$ cat config.mk
export PLATFORM = sky130hd
export DESIGN_NAME = mux8_rr_arbiter_flat
export DESIGN_NICKNAME = d
export VERILOG_FILES = /design/src/rtl/mux8_rr_arbiter_pkg.sv /design/src/rtl/mux8_rr_arbiter_if.sv /design/src/rtl/mux8_rr_arbiter_rr_next_sel.sv /design/src/rtl/mux8_rr_arbiter.sv /design/src/flat_wrapper.sv
export SDC_FILE = /design/constraint.sdc
export NUM_CORES = 1
export LEC_CHECK = 0
export ABC_AREA = 1
export ABC_CLOCK_PERIOD_IN_PS = 7650
export BUFFER_PORTS_ARGS = -buffer_cell sky130_fd_sc_hd__clkbuf_2
export CORE_MARGIN = 4
export CORE_UTILIZATION = 50
export CTS_CLUSTER_DIAMETER = 60
export DETAILED_ROUTE_END_ITERATION = 8
export PLACE_DENSITY = 0.72
export SLEW_MARGIN = 20
export SYNTH_ARGS = -nofsm -noshare
export SYNTH_HDL_FRONTEND = slang
export SYNTH_HIERARCHICAL = 1
export SYNTH_SLANG_ARGS = --single-unit
export TNS_END_PERCENT = 30
$ cat constraint.sdc
create_clock -name clk -period 7.65 [get_ports clk]
set_clock_uncertainty 0.1 [all_clocks]
set_input_delay 0.765 -clock clk [delete_from_list [all_inputs] [get_ports clk]]
set_output_delay 0.765 -clock clk [all_outputs]
set_load 0.005 [all_outputs]
$ cat src/rtl/mux8_rr_arbiter_pkg.sv
// Shared types and constants for the 8-way round-robin mux arbiter.
//   N      : number of requesters / mux inputs
//   SEL_W  : width of the mux select
//   state_t: arbiter FSM states
//   onehot : select index -> one-hot grant vector
package mux_arb_pkg;

    localparam int N     = 8;
    localparam int SEL_W = $clog2(N);

    typedef enum logic {
        IDLE  = 1'b0,
        GRANT = 1'b1
    } state_t;

    function automatic logic [N-1:0] onehot(input logic [SEL_W-1:0] s);
        logic [N-1:0] v;
        v    = '0;
        v[s] = 1'b1;
        return v;
    endfunction

endpackage

$ cat src/rtl/mux8_rr_arbiter_if.sv
// Requester-side bundle of the arbiter.
//   req   : per-requester level request
//   din   : per-requester data bit (mux inputs)
//   gnt   : registered one-hot grant
//   sel   : registered mux select
//   valid : registered, high while a grant is active
//   out   : din[sel] gated by valid
// master = requesters, slave = arbiter.
interface mux8_rr_arbiter_if;
    import mux_arb_pkg::*;

    logic [N-1:0]     req;
    logic [N-1:0]     din;
    logic [N-1:0]     gnt;
    logic [SEL_W-1:0] sel;
    logic             valid;
    logic             out;

    modport master (output req, output din, input gnt, input sel, input valid, input out);
    modport slave  (input req, input din, output gnt, output sel, output valid, output out);

endinterface

$ cat src/rtl/mux8_rr_arbiter_rr_next_sel.sv
// Round-robin pick: first asserted request at or after ptr (mod N).
//   req   : request vector
//   ptr   : highest-priority index
//   found : any request asserted
//   pick  : index of the winning request (ptr when none)
module rr_next_sel
    import mux_arb_pkg::*;
(
    input  logic [N-1:0]     req,
    input  logic [SEL_W-1:0] ptr,
    output logic             found,
    output logic [SEL_W-1:0] pick
);

    logic [2*N-1:0] dbl;
    logic [N-1:0]   rot;

    always_comb begin
        // Rotate so that req[ptr] lands at bit 0, then lowest set bit wins.
        dbl   = {req, req} >> ptr;
        rot   = dbl[N-1:0];
        found = |rot;
        pick  = ptr;
        for (int i = N - 1; i >= 0; i--) begin
            if (rot[i]) pick = ptr + SEL_W'(i);  // un-rotate; wraps mod N
        end
    end

endmodule

$ cat src/rtl/mux8_rr_arbiter.sv
// Round-robin arbiter in front of an 8:1 single-bit mux.
//   clk   : rising-edge clock
//   rst_n : asynchronous active-low reset
//   bus   : requester bundle (req/din in, gnt/sel/valid/out out)
// A grant lasts until its request drops or MAX_HOLD cycles elapse; on release
// the next winner is searched starting just after the released index and is
// granted on the following edge with no idle gap.
module mux8_rr_arbiter
    import mux_arb_pkg::*;
#(
    parameter int MAX_HOLD = 4
) (
    input  logic               clk,
    input  logic               rst_n,
    mux8_rr_arbiter_if.slave   bus
);

    localparam int              HOLD_W    = (MAX_HOLD > 1) ? $clog2(MAX_HOLD) : 1;
    localparam logic [HOLD_W-1:0] HOLD_LAST = HOLD_W'(MAX_HOLD - 1);

    state_t            state, state_nxt;
    logic [SEL_W-1:0]  ptr, ptr_nxt;
    logic [SEL_W-1:0]  sel_q, sel_nxt;
    logic [N-1:0]      gnt_q, gnt_nxt;
    logic              valid_q, valid_nxt;
    logic [HOLD_W-1:0] hold_cnt, hold_nxt;

    logic [SEL_W-1:0]  srch_ptr, pick;
    logic              found, rel, load;

    // Release of the current grant, and where the next search starts. On
    // release the search begins at sel+1 even though ptr is only updated at
    // the edge, so the handoff happens in the same cycle.
    always_comb begin
        rel      = (state == GRANT) && (!bus.req[sel_q] || hold_cnt == HOLD_LAST);
        srch_ptr = (state == GRANT) ? sel_q + SEL_W'(1) : ptr;
    end

    rr_next_sel u_next (
        .req   (bus.req),
        .ptr   (srch_ptr),
        .found (found),
        .pick  (pick)
    );

    // State register
    always_ff @(posedge clk or negedge rst_n) begin
        if (!rst_n) state <= IDLE;
        else        state <= state_nxt;
    end

    // Next-state
    always_comb begin
        state_nxt = state;
        case (state)
            IDLE:    if (found) state_nxt = GRANT;
            GRANT:   if (rel)   state_nxt = found ? GRANT : IDLE;
            default: state_nxt = IDLE;
        endcase
    end

    // Output / datapath next values
    always_comb begin
        load      = found && ((state == IDLE) || rel);
        ptr_nxt   = rel ? sel_q + SEL_W'(1) : ptr;
        sel_nxt   = load ? pick : sel_q;
        gnt_nxt   = gnt_q;
        valid_nxt = valid_q;
        hold_nxt  = hold_cnt;
        if (load) begin
            gnt_nxt   = onehot(pick);
            valid_nxt = 1'b1;
            hold_nxt  = '0;
        end else if (rel) begin
            gnt_nxt   = '0;
            valid_nxt = 1'b0;
            hold_nxt  = '0;
        end else if (state == GRANT) begin
            hold_nxt  = hold_cnt + HOLD_W'(1);
        end
    end

    always_ff @(posedge clk or negedge rst_n) begin
        if (!rst_n) begin
            ptr      <= '0;
            sel_q    <= '0;
            gnt_q    <= '0;
            valid_q  <= 1'b0;
            hold_cnt <= '0;
        end else begin
            ptr      <= ptr_nxt;
            sel_q    <= sel_nxt;
            gnt_q    <= gnt_nxt;
            valid_q  <= valid_nxt;
            hold_cnt <= hold_nxt;
        end
    end

    assign bus.gnt   = gnt_q;
    assign bus.sel   = sel_q;
    assign bus.valid = valid_q;
    assign bus.out   = valid_q ? bus.din[sel_q] : 1'b0;

endmodule

$ cat src/flat_wrapper.sv
// flat-port wrapper written by rule: the top's interface ports become plain ports
module mux8_rr_arbiter_flat import mux_arb_pkg::*;
#(
    parameter int MAX_HOLD = 4
)
  (clk, rst_n, bus_req, bus_din, bus_gnt, bus_sel, bus_valid, bus_out);
  mux8_rr_arbiter_if bus_i ();
  input  logic clk;
  input  logic rst_n;
  input wire logic [$bits(bus_i.req)-1:0] bus_req;
  input wire logic [$bits(bus_i.din)-1:0] bus_din;
  output wire logic [$bits(bus_i.gnt)-1:0] bus_gnt;
  output wire logic [$bits(bus_i.sel)-1:0] bus_sel;
  output wire logic [$bits(bus_i.valid)-1:0] bus_valid;
  output wire logic [$bits(bus_i.out)-1:0] bus_out;
  assign bus_i.req = bus_req;
  assign bus_i.din = bus_din;
  assign bus_gnt = bus_i.gnt;
  assign bus_sel = bus_i.sel;
  assign bus_valid = bus_i.valid;
  assign bus_out = bus_i.out;
  mux8_rr_arbiter #(.MAX_HOLD(MAX_HOLD)) u_core (.clk(clk), .rst_n(rst_n), .bus(bus_i));
endmodule
==> flow_summary.yaml <==
critical_path:
  cp_max_fo: 14
  worstSetupPathType: "reg -> reg"
  worstRegToRegCells: 13
  worst_path_largest_cell_delay_ps: 600
  crit_path_frequent_cell: "nand2_1"
  crit_slowest_cell: "dfrtp_1"
  cp_data_required_time_ps: 7780
  worst_ep_arrival_time_ps: 3390
  reg2reg_setup_slack_ps: 4390
  critPathCaptureType: "register"
  crit_chain: "ha_1, xor2_1, inv_1, o21ai_0, buf_4, inv_1, nand3_1, nand2_1, nor4_1, nand2_1, nand2_1, nand3_1, nand2_1"
  start_kind: "register"
sta:
  finalHoldViolations: 0
  timing.hold.ws_ps: 297
  fin_crit_ps: 3260
  maxSlewViolCount: 0
  post-route-period-util: 0.426
  fmaxAchievable_ghz: 0.307
  setup_viol: 0
  fin_tns_setup_ps: 0
  rsz0062_at_grt: "no"
  tightest_slew_ps: 449
  slew_headroom: 0.701
logic_synthesis:
  synth-edff-count: 0
  yosysUniqueCellTypes: 30
  synth.most_common_cell: "nand2_1"
  yosys.area_share.simple: 0.463
  syn_nets: 292
  yosys.area.top_type: "dfrtp_1"
  synth.area.mux_share: 0
  ys_async_sr_fraction: 1.00
  synth_adder_area_share: 0.0288
  syn_area_per_cell_um2: 6.44
  synthTopCellsByArea: "dfrtp_1, nand2_1, nand3_1"
  yosysSeqAreaShare: 0.259
  netlist_instances: 270
  synth_commonest_cells: "nand2_1, nand3_1, inv_1"
  synth-compound-area-share: 0.112
  netlist_area_mm2: 0.00174
  synth_top_family_by_area: "simple AND/OR/NAND/NOR gates"
  synth_warnings: 6
  yosys_most_used_dff: "dfrtp_1"
  synthXorXnorAreaFrac: 0.0201
  synth_seq_cells: 18
  yosys.area.top_type_share: 0.259
routing:
  viasPerCell: 5.28
  drtPass1Iterations: 5
  drt_iter0_drc: 230
  route.antenna.remaining_nets: 0
  wl_per_cell_um: 11.9
  vias: 1812
  wirelength_um: 4100
  drc: 0
finish:
  layout-drive-gt1-share: 0.209
  utilization: 0.574
  final_cells: 343
  num-nets-final: 320
  syn2layout_area_growth_pct: 10.1
  n_antenna_cell: 0
die:
  core_area_mm2: 0.00334
  initial_utilization: 0.521
  die_w_um: 67.0
  die-area_mm2: 0.00449
  rows: 21
  top_level_ports: 31
  die_h_um: 67.0
clock_tree:
  root_buffer: "clkbuf_4"
  clock-sinks: 18
  post_cts_buffers: 0
  clkLatencyLatePin_ps: 280
  cts.clk_slew.worst_paths_ps: 100
  numCtsBuffers: 3
  h-tree-depth: 1
  clockBufferDepth: 2
  cts_hold_buf: 0
  tritoncts: "built"
  cts_resized: 0
global_routing:
  grt-busiest-layer: "met2"
  grt_usage: 0.201
  met1_usage: 0.280
  overflow: 0
  grt_pass1_vias: 1648
  antenna_found_initial: 0
  grt_max_degree: 19
  grt_pass1_wl_um: 7120
  use_met3: 0.0135
  met2_usage: 0.325
place:
  dpl.hpwl_um: 3220
  portBuffers: 30
  dp.cells: 339
  gp_congestion: 0.856
run:
  drv_cap: 0
worst_hold_path:
  hold_path_class: "in -> async"
status:
  status: "complete, no violations"
[cells by family (layout without fill, tap and decap cells)]
logic type	count (synthesis)	count (layout)
AO/OA/AOI/OAI	31	31
XOR/XNOR	4	4
adder cells (fa/ha/maj)	4	4
buffers and inverters	38	65
flip-flops	18	18
AND/OR/NAND/NOR	175	175
[metrics by stage]
step / worst slack (ps) / instance area (um^2)
finish: 4390 / 1910
floorplan: 4950 / 1740
CTS: 4430 / 1910
detailed placement: 4460 / 1880
global route: 4010 / 1910
global placement: 4560 / 1880
[path summary, 6_finish.rpt]
| kind | startpoint | end |
|---|---|---|
| worst min-delay path | rst_n | u_core/bus.gnt[2] |
| min in group clk | u_core/ptr[2] | u_core/ptr[2] |
| worst max-delay path | u_core/bus.sel[0] | u_core/bus.gnt[1] |
| max in group asynchronous | rst_n | u_core/bus.sel[1] |
| worst max register to register | u_core/bus.sel[0] | u_core/bus.gnt[1] |
| worst min register to register | u_core/ptr[2] | u_core/ptr[2] |
[placed cells by master (no fill, tap or decap)]
| cell | instances |
|---|---|
| clkbuf_8 | 1 |
| o21ai_2 | 5 |
| nand4_2 | 1 |
| nand3_2 | 7 |
| or2_0 | 1 |
| o21a_1 | 1 |
| inv_8 | 1 |
| o21a_4 | 1 |
| inv_1 | 25 |
| buf_4 | 3 |
| nand2_4 | 1 |
| a31oi_1 | 1 |
| nand2_2 | 6 |
| a21oi_1 | 8 |
| ha_1 | 4 |
| nand2_1 | 85 |
| dfrtp_1 | 18 |
| xnor2_1 | 1 |
| o32ai_1 | 1 |
| nand3b_1 | 1 |
| inv_2 | 2 |
| o21ai_1 | 1 |
| xor2_1 | 3 |
| o21ai_0 | 12 |
| nor2_1 | 22 |
| clkbuf_2 | 30 |
| nor4_1 | 2 |
| clkbuf_4 | 3 |
| a21oi_2 | 1 |
| nand3_1 | 49 |
[layout make-up]
type,instances,area (um^2)
multi-input cells,214,1080
flip-flops and latches,18,450
repair buffers,33,173
well taps,46,57.6
inverters,28,113
clock buffers,4,36.3
fillers,342,1420
[metal layers]
layer | up-vias | wire length [um]
met5 | - | 0
met4 | 0 | 25
met3 | 4 | 101
met2 | 44 | 2000
met1 | 824 | 1970
li1 | 940 | -
[critical path, delay by kind of cell, from the launching register on]
family	cells	cell delay, ps
DFF	1	600
adders and majority gates	1	230
and+or+nand+nor	7	1480
buffers and inverters	3	510
xor gates and xnor gates	1	140
AOI/OAI and AO/OA	1	140
[registers in the layout, indices dropped and copies added, names as in the netlist]
| name | count |
|---|---|
| u_core/state | 1 |
| u_core/ptr | 3 |
| u_core/bus.sel | 3 |
| u_core/bus.valid | 1 |
| u_core/bus.gnt | 8 |
| u_core/hold_cnt | 2 |
Power is left out: the tool's default activity adds up to more than one toggle a clock period on the data nets, which glitch-free logic cannot reach.
